$ cat src/rtl/pipe_hazard_ctrl.sv
// Hazard/sequencing controller: stalls, flushes, operand forwarding and mult/div busy-wait.
// Optional PIPE_HAZARD_PERF_EN adds saturating stall/flush performance counters.
module pipe_hazard_ctrl #(
    parameter int MD_LATENCY = 32,
    parameter int CNT_W      = 8
) (
    input  logic       clk,
    input  logic       rst,
    input  logic [4:0] id_rs,
    input  logic [4:0] id_rt,
    input  logic       id_use_rs,
    input  logic       id_use_rt,
    input  logic       id_is_md,
    input  logic       branch_taken,
    input  logic       exe_write,
    input  logic [4:0] exe_waddr,
    input  logic       exe_is_load,
    input  logic       mem_write,
    input  logic [4:0] mem_waddr,
    output logic       pc_en,
    output logic       ifid_en,
    output logic       ifid_flush,
    output logic       idexe_flush,
    output logic       md_start,
    output logic       md_busy,
    output logic [1:0] fwd_rs,
    output logic [1:0] fwd_rt
`ifdef PIPE_HAZARD_PERF_EN
    ,
    output logic [31:0] stall_cycles,
    output logic [31:0] flush_count
`endif
);

    // state      | meaning
    // ST_RUN     | normal issue; resolves load-use stalls, branches, md launch
    // ST_MD_WAIT | front end frozen while the MD unit counts down
    typedef enum logic [1:0] {
        ST_RUN     = 2'd0,
        ST_MD_WAIT = 2'd1
    } state_t;

    state_t           state_q, state_d;
    logic [CNT_W-1:0] cnt_q, cnt_d;

    logic exe_hit_rs, exe_hit_rt, mem_hit_rs, mem_hit_rt, lu;

    assign exe_hit_rs = exe_write && (exe_waddr != 5'd0) && (exe_waddr == id_rs);
    assign exe_hit_rt = exe_write && (exe_waddr != 5'd0) && (exe_waddr == id_rt);
    assign mem_hit_rs = mem_write && (mem_waddr != 5'd0) && (mem_waddr == id_rs);
    assign mem_hit_rt = mem_write && (mem_waddr != 5'd0) && (mem_waddr == id_rt);
    assign lu = exe_is_load && ((id_use_rs && exe_hit_rs) || (id_use_rt && exe_hit_rt));

    // A load in EXE has no data yet, so it cannot be an EXE forward source.
    always_comb begin
        fwd_rs = 2'd0;
        fwd_rt = 2'd0;
        if (exe_hit_rs && !exe_is_load) fwd_rs = 2'd1;
        else if (mem_hit_rs)            fwd_rs = 2'd2;
        if (exe_hit_rt && !exe_is_load) fwd_rt = 2'd1;
        else if (mem_hit_rt)            fwd_rt = 2'd2;
        if (!rst) begin
            fwd_rs = 2'd0;
            fwd_rt = 2'd0;
        end
    end

    always_ff @(posedge clk or negedge rst) begin
        if (!rst) begin
            state_q <= ST_RUN;
            cnt_q   <= '0;
        end else begin
            state_q <= state_d;
            cnt_q   <= cnt_d;
        end
    end

    always_comb begin
        state_d     = state_q;
        cnt_d       = cnt_q;
        pc_en       = 1'b0;
        ifid_en     = 1'b0;
        ifid_flush  = 1'b0;
        idexe_flush = 1'b0;
        md_start    = 1'b0;
        md_busy     = 1'b0;
        case (state_q)
            ST_RUN: begin
                if (lu) begin
                    idexe_flush = 1'b1;
                end else if (id_is_md) begin
                    pc_en    = 1'b1;
                    ifid_en  = 1'b1;
                    md_start = 1'b1;
                    state_d  = ST_MD_WAIT;
                    cnt_d    = CNT_W'(MD_LATENCY - 1);
                end else if (branch_taken) begin
                    pc_en      = 1'b1;
                    ifid_en    = 1'b1;
                    ifid_flush = 1'b1;
                end else begin
                    pc_en   = 1'b1;
                    ifid_en = 1'b1;
                end
            end
            ST_MD_WAIT: begin
                md_busy     = 1'b1;
                idexe_flush = 1'b1;
                if (cnt_q == '0) state_d = ST_RUN;
                else             cnt_d   = cnt_q - CNT_W'(1);
            end
            default: begin
                idexe_flush = 1'b1;
                state_d     = ST_RUN;
                cnt_d       = '0;
            end
        endcase
        // Reset forces a fully bubbled, frozen front end regardless of state.
        if (!rst) begin
            pc_en       = 1'b0;
            ifid_en     = 1'b0;
            ifid_flush  = 1'b1;
            idexe_flush = 1'b1;
            md_start    = 1'b0;
            md_busy     = 1'b0;
        end
    end

`ifdef PIPE_HAZARD_PERF_EN
    always_ff @(posedge clk or negedge rst) begin
        if (!rst) begin
            stall_cycles <= '0;
            flush_count  <= '0;
        end else begin
            if (!pc_en && (stall_cycles != 32'hFFFF_FFFF)) stall_cycles <= stall_cycles + 32'd1;
            if (ifid_flush && (flush_count != 32'hFFFF_FFFF)) flush_count <= flush_count + 32'd1;
        end
    end
`endif

endmodule

$ cat config.mk
export PLATFORM = sky130hd
export DESIGN_NAME = pipe_hazard_ctrl
export DESIGN_NICKNAME = d
export VERILOG_FILES = /design/src/rtl/pipe_hazard_ctrl.sv
export SDC_FILE = /design/constraint.sdc
export NUM_CORES = 1
export LEC_CHECK = 0
export BUFFER_PORTS_ARGS = -buffer_cell sky130_fd_sc_hd__buf_2
export CORE_MARGIN = 4
export CORE_UTILIZATION = 49
export CTS_BUF_LIST = sky130_fd_sc_hd__clkbuf_2
export DETAILED_ROUTE_END_ITERATION = 16
export PLACE_DENSITY_LB_ADDON = 0.08
export SLEW_MARGIN = 10
export SYNTH_ARGS = -nofsm -noshare
export SYNTH_HDL_FRONTEND = slang
export SYNTH_SLANG_ARGS = --single-unit
$ cat constraint.sdc
create_clock -name clk -period 2.32 [get_ports clk]
set_input_delay 0 -clock clk [delete_from_list [all_inputs] [get_ports clk]]
set_output_delay 0 -clock clk [all_outputs]
set_load 0.05 [all_outputs]
Word-level counts from Yosys, hierarchy flattened
Index checks and enable logic that the tools add are counted.

Add/subtract/negate cells: 1. Reduce and logical (&&, ||, !) cells: 19. Mux-type cells: 31. Eq/ne operators: 9.

Operators with widths (number): two-way mux 8 bit (3); == test 5 bit (4); two-way mux 2 bit (9); two-way mux 1 bit (17); one-hot mux 8 bit (2 select lines) (1); logical AND 1 bit (11); nonzero test 5 bit (2); logical NOT 8 bit (1); != test 2 bit (second input constant) (4); subtractor 8 x 1 -> 8 bit (second input constant) (1); AND reduction 3 bit (2); one-hot mux 2 bit (2 select lines) (1); == test 2 x 1 -> 1 bit (second input constant) (1); logical NOT 2 bit (1); logical NOT 1 bit (1); logical OR 1 bit (1).

Register bits: 10. Output and inout bits: 10. Bits of input ports: 29. Logic and storage cells: 62.

Longest topological paths before layout
Word-level depth: 9. Gate-level depth with buffers: 7.

Worst setup path after synthesis
OpenSTA, ideal clock, no wires.

Path kind: input to output. Start: input exe_waddr[1]. End: output fwd_rt[1]. Stages: 4. Arrival: 3.141 ns. Setup slack: -0.821 ns. Buffers on the path: 0. Cells stage by stage: or4_4 nor2_1 nor2_1 a2111oi_0.

Word-level cells in the longest chain between the ends: 6.

Ends and longest elaborated chain: from (decl) (line 16) `input logic [4:0] exe_waddr,`; nonzero test 5 bit (line 49) `assign exe_hit_rt = exe_write && (exe_waddr != 5'd0) && (exe_waddr == id_rt);`; logical AND 1 bit (line 49); logical AND 1 bit (*) (line 49); logical AND 1 bit (*) (line 60) `if (exe_hit_rt && !exe_is_load) fwd_rt = 2'd1;`; two-way mux 2 bit (*) (line 60); two-way mux 2 bit (*) (line 62) `if (!rst) begin`; to (decl) (line 27) `output logic [1:0] fwd_rt`.

Mark *: on every way between the ends. The rest lies on a longest branch, timed or not.

Worst setup path after layout
Start: register cnt_q[0]. End: register cnt_q[0].

Word-level cells in the longest chain between the ends: 3.

Ends and longest elaborated chain: from (decl) (line 44) `logic [CNT_W-1:0] cnt_q, cnt_d;`; from (signal assigned) (line 74) `cnt_q <= cnt_d;`; subtractor 8 x 1 -> 8 bit / logical NOT 8 bit (equally long branches) (line 110, 109); two-way mux 8 bit / != test 2 bit (equally long branches); one-hot mux 8 bit (2 select lines) / AND reduction 3 bit (equally long branches).

Several ways; a longest one is shown, not always the timed one. The select of a mux whose other input is x is not followed. A chain may end at the register's enable or synchronous reset.

==> out/qor.txt <==
H-tree Lvls -> 1
reg2reg start -> cnt_q[0]$_DFFE_PN0P_
Seq/Total Area, Yosys -> 0.238
global-route total usage across every layer -> 0.199
min cycle time layout -> 1.87 ns
R2R Path End -> cnt_q[0]$_DFFE_PN0P_
Synth Net Count -> 147
peak fanout along the critical path -> 6
run status -> finished, final reports clean
Crit path depth -> 7
crit path cell chain -> inv_1, ha_1, nor4bb_1, buf_4, a21oi_1, a311oi_1, o21ai_0
clk slew on worst S/H paths -> 0.10 ns
# clock sinks -> 9
ratio of cells with drive above 1 in the final layout -> 0.327
maximum number of pins on one net before global-route repair -> 18
I/O pin count -> 39
number of placement rows -> 15
detailed-route wire length per cell -> 13.0 um
total via count in the routed design -> 1005
Antenna Cells -> 0
number of distinct library cells after synthesis -> 39
GRT Residual Overflow -> 0
count of state elements after synthesis -> 9
part of the cycle the worst path needs -> 0.806
count of pins over their slew limit -> 0
last weighted congestion value of the routability-driven placer -> 0.854
total leakage power -> 0.520 nW
slew at the pin closest to its max-slew limit -> 0.632 ns
Starting Density -> 0.530
CP max stage delay -> 0.42 ns
warning count from the yosys run -> 0
accumulated negative setup slack -> 0 ns
Post-layout nets -> 191
headroom to the max-slew limit -> 0.576
wire length of the first global-routing pass -> 4080 um
placed wire-length estimate after detailed placement -> 2010 um
Worst Path Class, Setup -> register to register
Avg Vias per Cell -> 5.46
Hold Fails Final Rpt -> 0
number of enable-type register cells in the synthesized netlist -> 0
number of antenna violations at the first check in global routing -> 0
1st-pass router iterations -> 4
most frequent cells in the layout -> 38 x sky130_fd_sc_hd__buf_2, 18 x sky130_fd_sc_hd__xnor2_1, 9 x sky130_fd_sc_hd__nand2_1, 9 x sky130_fd_sc_hd__nor2_1, 9 x sky130_fd_sc_hd__dfrtp_1
number of global-route vias before repair -> 1033
clock root cell -> sky130_fd_sc_hd__clkbuf_2
vertical die dimension -> 51.9 um
WP buf/inv -> 2
ys async rst share -> 1.00
top_reg_cell synth -> sky130_fd_sc_hd__dfrtp_1
number of buffers inserted during clock tree synthesis -> 3
width of the chip -> 51.9 um
post-CTS setup buffer count -> 0
Final ANT Viol Nets -> 0
routed wire length -> 2400 um
leading cell type in the layout, fill and taps excluded -> sky130_fd_sc_hd__buf_2
data arrival time at the worst-slack endpoint -> 2.00 ns
Power Density -> 741 mW/mm^2
Critical Path RT -> 2.46 ns
initial drt markers -> 14
clock latency reported for the late side of the worst-skew pair -> 0.27 ns
Post-Syn Area -> 945 sq um
reg2reg setup slack -> 0.45 ns
type of the most critical hold path -> input port to asynchronous set/reset pin
syn avg cell area -> 8.14 sq um
cell at the slowest stage of the critical path -> sky130_fd_sc_hd__dfrtp_1
core footprint -> 0.00178 sq mm
max-cap viol count -> 0
Syn Inst Count -> 116
Max rail drop VDD -> 0.340 mV
unrepaired setup endpoints after global routing -> false
endpoints failing setup -> 0
worst clock skew -> 0.0203 ns
synthesis-to-layout area growth -> 28.9%
remaining routing DRC violations -> 0
kind of cell adding the most delay to the critical path -> compound AO/OA/AOI/OAI gates
capturing element type of the critical path -> register
Port Buffers -> 38
Worst Reg2Reg Path Length in Cells -> 7
maximum clock frequency -> 535 MHz
overall die area -> 0.00269 sq mm
TritonCTS clock tree -> done
startpoint types -> register
final hold slack -> 0.148 ns
buffer depth of the longest clock path -> 2
worst reg2reg max path, cell delays in order, from the launching register on:
cell and delay (ns):
sky130_fd_sc_hd__dfrtp_1 0.42, sky130_fd_sc_hd__inv_1 0.13, sky130_fd_sc_hd__ha_1 0.16, sky130_fd_sc_hd__nor4bb_1 0.35, sky130_fd_sc_hd__buf_4 0.21, sky130_fd_sc_hd__a21oi_1 0.06, sky130_fd_sc_hd__a311oi_1 0.28, sky130_fd_sc_hd__o21ai_0 0.13
cell type report:
cell class	instances	area, sq um
Multi-Input combinational cell	101	701
Fill cell	155	566
Timing Repair Buffer	43	233
Sequential cell	9	225
Tap cell	25	31.3
Clock buffer	4	20.0
Inverter	2	7.51
metrics by stage:
| stage | utilization | instance area [sq um] | std cells | power (mW) | setup WS [ns] |
|---|---|---|---|---|---|
| 4_1_cts | 0.683 | 1220 | 184 | 0.906 | 0.468 |
| 3_5_place_dp | 0.660 | 1180 | 178 | 0.800 | 0.490 |
| 5_1_grt | 0.683 | 1220 | 184 | 0.988 | 0.282 |
| 3_3_place_gp | 0.660 | 1180 | 178 | 0.780 | 0.524 |
| 6_report | 0.683 | 1220 | 184 | 0.902 | 0.451 |
| 2_1_floorplan | - | 952 | 116 | 0.646 | -0.146 |
registers in the layout (all words and copies together) (netlist names):
register  flops
cnt_q         8
state_q       1
synth_stat cells (3+ instances only):
| library cell | instances | area [sq um] |
|---|---|---|
| sky130_fd_sc_hd__xor2_1 | 3 | 26.3 |
| sky130_fd_sc_hd__nand3_1 | 3 | 15.0 |
| sky130_fd_sc_hd__nor2_1 | 9 | 33.8 |
| sky130_fd_sc_hd__xnor2_1 | 18 | 158 |
| sky130_fd_sc_hd__a211oi_1 | 3 | 22.5 |
| sky130_fd_sc_hd__nor3_1 | 3 | 15.0 |
| sky130_fd_sc_hd__clkbuf_1 | 3 | 11.3 |
| sky130_fd_sc_hd__dfrtp_1 | 9 | 225 |
| sky130_fd_sc_hd__and3_1 | 4 | 25.0 |
| sky130_fd_sc_hd__nand2_1 | 9 | 33.8 |
| sky130_fd_sc_hd__nand4_1 | 3 | 18.8 |
| sky130_fd_sc_hd__nor4_1 | 4 | 25.0 |
| sky130_fd_sc_hd__o21ai_0 | 5 | 25.0 |
| sky130_fd_sc_hd__a21oi_1 | 8 | 40.0 |
worst max-delay path by stage:
stage                           endpoint  slack (ns)                  from
floorplan                      fwd_rt[1]       -0.15          exe_waddr[1]
global placement    cnt_q[0]$_DFFE_PN0P_        0.52  cnt_q[0]$_DFFE_PN0P_
detailed placement  cnt_q[0]$_DFFE_PN0P_        0.49  cnt_q[0]$_DFFE_PN0P_
CTS                 cnt_q[0]$_DFFE_PN0P_        0.47  cnt_q[0]$_DFFE_PN0P_
global route        cnt_q[0]$_DFFE_PN0P_        0.28  cnt_q[0]$_DFFE_PN0P_
finish              cnt_q[0]$_DFFE_PN0P_        0.45  cnt_q[0]$_DFFE_PN0P_
metal layers:
metal  wire length, um  GRT usage
met2              1150      0.354
met3               134     0.0115
met1              1070      0.241
met4                47     0.0917
met5                 0          0
cell families (layout without fill, tap and decap cells):
| group | after synthesis | after routing | share of synthesized area |
|---|---|---|---|
| mux | 2 | 2 | 0.0212 |
| compound gates | 27 | 27 | 0.195 |
| xor+xnor | 21 | 21 | 0.195 |
| simple gates | 49 | 49 | 0.297 |
| fa+ha+maj | 2 | 2 | 0.0265 |
| buf+inv | 6 | 49 | 0.0278 |
| flops | 9 | 9 | 0.238 |
timing repair:
action,4_1_cts,5_1_grt
endpoints found under the hold margin,10,0
gates resized for setup,0,0
hold buffers,2,0
where the power goes:
group          leakage (nW)  switching [mW]  internal [mW]
logic                 0.397           0.243          0.235
clock network        0.0166          0.0584         0.0458
registers             0.106          0.0890          0.231
(Power assumes the default switching activity.)
